`src/rtl/conv_tap_sequencer.sv`:
```
`default_nettype none
// ============================================================================
// Module   : conv_tap_sequencer
// Purpose  : Read-side controller for the coefficient-memory convolution
//            multiplier. A start pulse sweeps the tap address 0..MULT_N-1,
//            one address per clkf cycle. The two products that come back
//            PIPE_LAT cycles later are accumulated into signed A/B sums. The
//            sums are then offered downstream with a valid/ready handshake.
// Revision : 1.0 - initial release
// ----------------------------------------------------------------------------
// Build option:
//   CONV_SAT_EN : when defined, each accumulate clamps to the signed ACC_W
//                 range and sets a sticky sat_flag. When undefined, the
//                 accumulators wrap and sat_flag is constant 0.
// ----------------------------------------------------------------------------
// Ports:
//   clkf        in   processing clock
//   rst         in   synchronous active-high reset
//   start       in   begin a pass (sampled only in IDLE)
//   busy        out  high in every state except IDLE
//   ADDRB_RAMK  out  tap address to coefficient RAM / sample window
//   prod_a/b    in   signed 32-bit products from the multiplier stage
//   acc_a/b     out  signed ACC_W-bit accumulated sums
//   out_valid   out  sums valid, held until out_ready
//   out_ready   in   downstream accept
//   sat_flag    out  sticky saturation indicator for the current result
// ============================================================================
module conv_tap_sequencer #(
  parameter int MULT_N   = 25,
  parameter int NLOG     = $clog2(MULT_N),
  parameter int PIPE_LAT = 2,
  parameter int ACC_W    = 40
) (
  input  logic             clkf,
  input  logic             rst,
  input  logic             start,
  output logic             busy,
  output logic [NLOG-1:0]  ADDRB_RAMK,
  input  logic [31:0]      prod_a,
  input  logic [31:0]      prod_b,
  output logic [ACC_W-1:0] acc_a,
  output logic [ACC_W-1:0] acc_b,
  output logic             out_valid,
  input  logic             out_ready,
  output logic             sat_flag
);

  localparam logic [NLOG-1:0] C_LAST_ADDR = NLOG'(MULT_N - 1);

  typedef enum logic [1:0] {
    S_IDLE  = 2'd0,
    S_ISSUE = 2'd1,
    S_DRAIN = 2'd2,
    S_HOLD  = 2'd3
  } t_state;

  t_state              r_state;
  t_state              w_next;
  logic [NLOG-1:0]     r_addr;
  logic [PIPE_LAT-1:0] r_vld;
  logic [ACC_W-1:0]    r_acc_a;
  logic [ACC_W-1:0]    r_acc_b;
  logic                r_sat;

  logic                w_issue;
  logic                w_start_pass;
  logic [PIPE_LAT-1:0] w_vld_shift;
  logic                w_acc_en;
  logic [ACC_W-1:0]    w_acc_a_nxt;
  logic [ACC_W-1:0]    w_acc_b_nxt;
  logic                w_ovf_a;
  logic                w_ovf_b;

  // One in-flight marker per issued address; the top bit lines up with the
  // cycle in which that address's product is present on prod_*.
  assign w_issue     = (r_state == S_ISSUE);
  assign w_vld_shift = (r_vld << 1) | PIPE_LAT'(w_issue);
  assign w_acc_en    = r_vld[PIPE_LAT-1];

  // --------------------------------------------------------------------------
  // FSM
  // --------------------------------------------------------------------------
  always_ff @(posedge clkf) begin
    if (rst) begin
      r_state <= S_IDLE;
    end else begin
      r_state <= w_next;
    end
  end

  always_comb begin
    w_next       = r_state;
    w_start_pass = 1'b0;
    busy         = 1'b1;
    out_valid    = 1'b0;
    case (r_state)
      S_IDLE: begin
        busy = 1'b0;
        if (start) begin
          w_next       = S_ISSUE;
          w_start_pass = 1'b1;
        end
      end
      S_ISSUE: begin
        if (r_addr == C_LAST_ADDR) begin
          w_next = S_DRAIN;
        end
      end
      S_DRAIN: begin
        // Leave once the last in-flight product is being consumed this edge.
        if (w_vld_shift == '0) begin
          w_next = S_HOLD;
        end
      end
      S_HOLD: begin
        out_valid = 1'b1;
        if (out_ready) begin
          w_next = S_IDLE;
        end
      end
      default: begin
        w_next = S_IDLE;
      end
    endcase
  end

  // --------------------------------------------------------------------------
  // Accumulate arithmetic
  // --------------------------------------------------------------------------
`ifdef CONV_SAT_EN
  localparam logic [ACC_W-1:0] C_ACC_MAX = {1'b0, {(ACC_W-1){1'b1}}};
  localparam logic [ACC_W-1:0] C_ACC_MIN = {1'b1, {(ACC_W-1){1'b0}}};

  logic [ACC_W:0] w_sum_a;
  logic [ACC_W:0] w_sum_b;

  // One guard bit: overflow shows up as disagreement between the top two bits,
  // and the guard bit alone gives the true sign for choosing the clamp rail.
  assign w_sum_a = {r_acc_a[ACC_W-1], r_acc_a} + {{(ACC_W-31){prod_a[31]}}, prod_a};
  assign w_sum_b = {r_acc_b[ACC_W-1], r_acc_b} + {{(ACC_W-31){prod_b[31]}}, prod_b};
  assign w_ovf_a = w_sum_a[ACC_W] ^ w_sum_a[ACC_W-1];
  assign w_ovf_b = w_sum_b[ACC_W] ^ w_sum_b[ACC_W-1];
  assign w_acc_a_nxt = w_ovf_a ? (w_sum_a[ACC_W] ? C_ACC_MIN : C_ACC_MAX) : w_sum_a[ACC_W-1:0];
  assign w_acc_b_nxt = w_ovf_b ? (w_sum_b[ACC_W] ? C_ACC_MIN : C_ACC_MAX) : w_sum_b[ACC_W-1:0];
`else
  assign w_acc_a_nxt = r_acc_a + {{(ACC_W-32){prod_a[31]}}, prod_a};
  assign w_acc_b_nxt = r_acc_b + {{(ACC_W-32){prod_b[31]}}, prod_b};
  assign w_ovf_a     = 1'b0;
  assign w_ovf_b     = 1'b0;
`endif

  // --------------------------------------------------------------------------
  // Address, in-flight tracking and accumulators
  // --------------------------------------------------------------------------
  always_ff @(posedge clkf) begin
    if (rst) begin
      r_addr  <= '0;
      r_vld   <= '0;
      r_acc_a <= '0;
      r_acc_b <= '0;
      r_sat   <= 1'b0;
    end else begin
      r_vld <= w_vld_shift;
      if (w_start_pass) begin
        r_addr  <= '0;
        r_acc_a <= '0;
        r_acc_b <= '0;
        r_sat   <= 1'b0;
      end else begin
        // Address returns to 0 after the last tap so it reads 0 outside ISSUE.
        if (w_issue) begin
          r_addr <= (r_addr == C_LAST_ADDR) ? '0 : r_addr + NLOG'(1);
        end
        if (w_acc_en) begin
          r_acc_a <= w_acc_a_nxt;
          r_acc_b <= w_acc_b_nxt;
          r_sat   <= r_sat | w_ovf_a | w_ovf_b;
        end
      end
    end
  end

  assign ADDRB_RAMK = r_addr;
  assign acc_a      = r_acc_a;
  assign acc_b      = r_acc_b;
  assign sat_flag   = r_sat;

endmodule
`default_nettype wire

```
`config.mk`:
```
export PLATFORM = sky130hd
export DESIGN_NAME = conv_tap_sequencer
export DESIGN_NICKNAME = d
export VERILOG_FILES = /design/src/rtl/conv_tap_sequencer.sv
export SDC_FILE = /design/constraint.sdc
export NUM_CORES = 1
export LEC_CHECK = 0
export ABC_AREA = 1
export CAP_MARGIN = 15
export CORE_MARGIN = 10
export CORE_UTILIZATION = 45
export CTS_CLUSTER_SIZE = 24
export DETAILED_ROUTE_END_ITERATION = 8
export MAX_ROUTING_LAYER = met4
export PLACE_DENSITY = 0.78
export SYNTH_ARGS = -nofsm -noshare
export SYNTH_HDL_FRONTEND = slang
export SYNTH_SLANG_ARGS = --single-unit
```
`constraint.sdc`:
```
create_clock -name clkf -period 2.05 [get_ports clkf]
set_input_delay 0.615 -clock clkf [delete_from_list [all_inputs] [get_ports clkf]]
set_output_delay 0.615 -clock clkf [all_outputs]
set_load 0.1 [all_outputs]
```
==> impl_results.md, run 1 <==
* Final setup violating endpoints at 5
* Mapped Avg Cell Area at 5.547 sq um
* Syn_nets at 1854
* Largest net degree at the start of global routing at 59
* Max frequency at 481.2 MHz
* PD cells at 643.7 nW/um^2
* Post-synth top flop: dfxtp_1
* WS Path Type: in2reg
* Routability congestion estimate at 1.006
* Layout Cell Area excl Fill at 16350 sq um
* YS warnings at 0
* Initial antenna violation count at 0
* Tcrit/Tclk final at 101.4%
* Seq cells post-synth at 89
* Final worst path period need at 2.078 ns
* CP Capture Type: flip-flop
* Clock transition at path regs at 0.07 ns
* Hold depth at 2
* Fin cells at 2326
* Pre-CTS setup slack at -0.7115 ns
* Worst Path Max Fanout at 4
* Num rows at 52
* Asr flop ratio synth at 0%
* DRT Wirelength at 39.88 mm
* Drt drc at 0
* Hold Crit Class: reg2reg
* Final Skew at 0.006053 ns
* Total track usage at 27.38%
* RSZ-0062 raised after global routing: yes
* Commonest non-fill, non-tap cells in the layout: nand2_1, inv_1, nor2_1
* CP required at 2.31 ns
* Final Hold Fails at 0
* Util after Layout at 80.05%
* Final-report max-slew violation count at 0
* H-tree depth at 3
* Die Height at 164.7 um
* Worst reg-to-reg setup slack at 0.04 ns
* Share of cells above drive strength 1 at 40.71%
* First-pass GRT wire length at 58.84 mm
* Clk Latency, worst-skew pair at 0.36 ns
* Worst path arrival time at 2.33 ns
* Iter 0 DRT Violations at 920
* Max-cap violations at 0
* Grt ovf at 0
* Initial Util at 46.13%
* Maximum vdd drop at 686.8 uV
* WL/cell at 17.14 um
* Leak at 8.586 nW
* Inserted Diodes at 0
* Clk buf depth at 2
* Clock sinks at 89
* Vias in the first global route at 12030
* HPWL Detailed at 27.02 mm
* Hold slack final at 0.4265 ns
* # hold bufs at CTS at 0
* Port Buf Inserts at 154
* Net count, final at 2206
* Commonest non-fill, non-tap cell in the layout: nand2_1
* Core area at 20430 sq um
* Root buffer cell: clkbuf_16
* Layout area overhead at 73.54%
* Setup ws final at -0.02795 ns
* Register area share after synthesis at 18.91%
* Synthesized netlist cell count at 1699
* Crit start category: input pin
* TNS Setup at -0.05844 ns
* Final Power at 10.53 mW
* Placed instance area at 13590 sq um
* Post-synth EDFFs at 0
* Cell variety after synth at 32
* Die Area at 27130 sq um
* Post-Place Cells at 2273
* Final antenna-violating net count at 0
* Top Ports at 156
* Router iterations before antenna repair at 7
* CTS tree: built
* Post-Syn Area at 9424 sq um
* Violated checks: negative setup slack
* DR vias at 12210
* Outcome: finished with violations
* Cts bufs inserted at 9
* Die X at 164.7 um
* DR vias/cell at 5.249
* Reg2reg path depth at 12
## flip-flops by register name, indices dropped and copies added, names as in the netlist
signal / count
ADDRB_RAMK: 5
acc_a: 40
acc_b: 40
r_state: 2
r_vld: 2
## Yosys cell counts, types with 2 or more instances
cell type	n	area (sq um)
ha_1	85	1064
fa_1	2	40.04
buf_1	3	11.26
nor3_1	8	40.04
nand2_2	20	125.1
dfxtp_1	89	1782
o211ai_1	2	15.01
nor2_2	8	50.05
nand3b_1	2	15.01
a21oi_1	67	335.3
a21oi_2	3	26.28
o21ai_1	4	20.02
a211oi_1	3	22.52
inv_1	319	1197
o21bai_1	4	30.03
xor2_1	40	350.3
inv_2	5	18.77
xnor2_1	6	52.55
nand3_2	14	140.1
nand4_1	4	25.02
nor2_1	289	1085
buf_2	7	35.03
o21ai_0	60	300.3
nand2_1	524	1967
clkbuf_1	15	56.30
nand3_1	105	525.5
nor2_4	6	67.56
## what timing repair did
item | CTS | global route
hold endpoints to repair | 0 | 0
pin swaps | 76 | 153
setup endpoints to repair | 72 | 64
gates resized for setup | 308 | 276
setup buffers | 18 | 19
## area by class of cell
type                       count  area, sq um
inverter                     325         1220
timing repair buffer         367         4003
fill                        1343         4075
clock inverter                 6        63.81
clock buffer                  10        239.0
tap                          270        337.8
multi-input combinational   1259         8592
sequential                    89         1899
## critical path: stages
cell and delay [ns]:
dlygate4sd2_1 0.27, ha_4 0.33, nand2_4 0.09, nor2_4 0.19, nand3_1 0.14, nand3_2 0.12, nand2_2 0.09, nand2_4 0.12
nand2_2 0.06, nand3_1 0.08, nand3_1 0.11, nand2_1 0.08, inv_1 0.04
## per-layer routing
metal  part of all wire [%]  vias to the layer above  GRT usage (%)
li1                       -                     5877              -
met5                      0                        -              -
met2                     50                      564          47.62
met3                    6.5                      139          3.759
met4                    3.9                        0          9.058
met1                     40                     5629          31.83
## report_power, final
group	internal, mW	leakage [nW]	switching [mW]
Clock	0.988	0.154	0.837
Sequential	1.94	0.761	0.343
Combinational	2.56	7.67	3.86
## logic make-up after synthesis
logic type	count (synthesis)	share of synthesized area [%]
adders and majority gates	87	11.71
other	1	0.03979
buffers and inverters	351	14.11
AOI/OAI and AO/OA	144	8.019
DFF	89	18.91
and+or+nand+nor	981	42.94
xor gates and xnor gates	46	4.275
## worst paths after layout
check / start / end
hold reg to reg: r_vld[0] / r_vld[1]
setup / recovery: prod_b[7] / acc_b[26]
hold / removal: r_vld[0] / r_vld[1]
setup reg to reg: acc_b[0] / acc_b[11]
(Power assumes the default switching activity.)
==> inputs of run 2 (changes only) <==
DONT_BUFFER_PORTS = 1   (was default)
PLACE_DENSITY = 0.68   (was 0.78)
clock period = 1.9 ns   (was 2.05 ns; I/O delays follow)
==> impl_results.md, run 2 (same netlist as run 1, synthesis figures left out) <==
* Outcome: finished with violations
* Violated checks: negative setup slack
* Die Area at 27130 sq um
* Final Skew at 0.01276 ns
* Pre-CTS setup slack at -0.4166 ns
* Cell Int Power at 5.081 mW
* Seq pwr share at 22.3%
* Relative slew slack at 58.63%
* Hold Crit Class: in2reg
* Reg2Reg Launch Point: acc_b[0]
* Max frequency at 511.2 MHz
* Crit-path slowest cell: fa_2
* Worst Path Max Fanout at 3
* Layout area overhead at 48.38%
* Leak at 7.796 nW
* Post-Place Cells at 2180
* CP Capture Type: flip-flop
* Fin cells at 2219
* Root buffer cell: clkbuf_16
* Worst path max stage delay at 0.37 ns
* Worst slew pin tran at 0.6206 ns
* Drt drc at 0
* Final worst path period need at 1.956 ns
* Die X at 164.7 um
* DR vias/cell at 4.995
* DRT Wirelength at 33.88 mm
* RSZ-0062 raised after global routing: yes
* Vias in the first global route at 10050
* DR vias at 11080
* Commonest non-fill, non-tap cells in the layout: nand2_1, inv_1, buf_4
* Grt ovf at 0
* Maximum vdd drop at 1130 uV
* Reg-to-reg endpoint: acc_b[24]
* Net count, final at 2099
* Max-cap violations at 0
* HPWL Detailed at 25.22 mm
* Final setup violating endpoints at 7
* Clk Latency, worst-skew pair at 0.36 ns
* Core area at 20430 sq um
* Crit path depth at 14
* Switching Share at 49.27%
* Final antenna-violating net count at 0
* CTS tree: built
* H-tree depth at 3
* Initial Util at 46.13%
* Cts bufs inserted at 9
* Inserted Diodes at 0
* First-pass GRT wire length at 49.54 mm
* Worst Setup EP: acc_b[24]
* Share of cells above drive strength 1 at 36.63%
* Clk buf depth at 2
* Tcrit/Tclk final at 103.0%
* Clock transition at path regs at 0.08 ns
* Final Hold Fails at 0
* WS Path Type: reg2reg
* Largest net degree at the start of global routing at 84
* Router iterations before antenna repair at 7
* Clock sinks at 89
* Num rows at 52
* Cell family with most CP delay: simple AND/OR/NAND/NOR gates
* Iter 0 DRT Violations at 779
* Util after Layout at 68.45%
* Port Buf Inserts at 0
* CP required at 2.17 ns
* Worst reg-to-reg setup slack at -0.06 ns
* WL/cell at 15.27 um
* Combinational share of power at 58.6%
* Reg2reg path depth at 14
* Crit path from: acc_b[0]
* Worst path bufs/invs at 1
* PD cells at 716.2 nW/um^2
* Crit start category: flip-flop
* Psw at 4.934 mW
* Final-report max-slew violation count at 0
* Worst path cell trace: ha_4, fa_2, nand3_2, nand3_4, nand2_4, nand3_4, nand2_4, nand2_4, nand2_2, nand2_1, nand2_1, nand3_2, nand2_1, inv_1
* Clock Power Share at 19.1%
* Initial antenna violation count at 0
* Total track usage at 23.08%
* Top Ports at 156
* Die Height at 164.7 um
* Setup ws final at -0.05632 ns
* Commonest non-fill, non-tap cell in the layout: nand2_1
* Routability congestion estimate at 0.9691
* Worst path arrival time at 2.22 ns
run 2: cell count changes in the layout (fill, tap and decap cells not counted), sizes merged:
cell | before | now
buf | 301 | 260
clkdlybuf4s50 | 3 | 0
clkbuf | 19 | 11
dlygate4sd2 | 41 | 0
bufinv | 1 | 0
dlymetal6s2s | 6 | 0
inv | 327 | 324
clkdlybuf4s15 | 7 | 0
clkinv | 3 | 4
clkinvlp | 0 | 2
run 2: area by class of cell:
cell class,instances,area (sq um)
flip-flops and latches,89,2052
repair buffers,260,2019
well taps,270,337.8
clock inverters,5,36.28
fillers,1729,6446
multi-input cells,1259,8050
inverters,325,1224
clock buffers,11,264.0
run 2: worst min-delay path by stage:
stage / end / slack [ns] / startpoint / cells after the start
floorplan: r_vld[1] / 0.41 / r_vld[0] / 2
global placement: r_vld[1] / 0.42 / r_vld[0] / 2
finish: r_vld[1] / 0.27 / rst / 1
detailed placement: r_vld[1] / 0.42 / r_vld[0] / 2
global route: r_vld[1] / 0.26 / rst / 1
CTS: r_vld[1] / 0.27 / rst / 1
run 2: power groups by stage:
stage	combinational (mW)	sequential [mW]	clock (mW)
floorplan	2.32	3.50	0
detailed placement	5.03	2.23	0
CTS	5.22	2.21	1.94
finish	5.87	2.24	1.91
global placement	4.97	2.23	0
global route	6.32	2.27	2.02
run 2: per-stage QoR:
stage          hold slack (ns)  TNS (ns)  cell area [sq um]  power (mW)
2_1_floorplan           0.4098   -0.9984               9814       5.820
3_3_place_gp            0.4175    -14.20              11850       7.196
3_5_place_dp            0.4233    -15.85              11850       7.266
4_1_cts                 0.2650  -0.07322              12540       9.369
5_1_grt                 0.2599    -3.051              13980       10.60
6_report                0.2715   -0.1637              13980       10.01
run 2: timing repair:
action	4_1_cts	5_1_grt
hold buffers	0	0
pin swaps	21	84
setup buffers	4	19
setup endpoints to repair	42	59
gates resized for setup	65	317
run 2: layer usage:
metal  GRT usage, %  vias up  share of wire, %
met4          5.193        0               2.3
li1               -     5659                 -
met5              -        -                 0
met1          29.59     5024                43
met2          36.24      340                47
met3          5.327       61               8.1
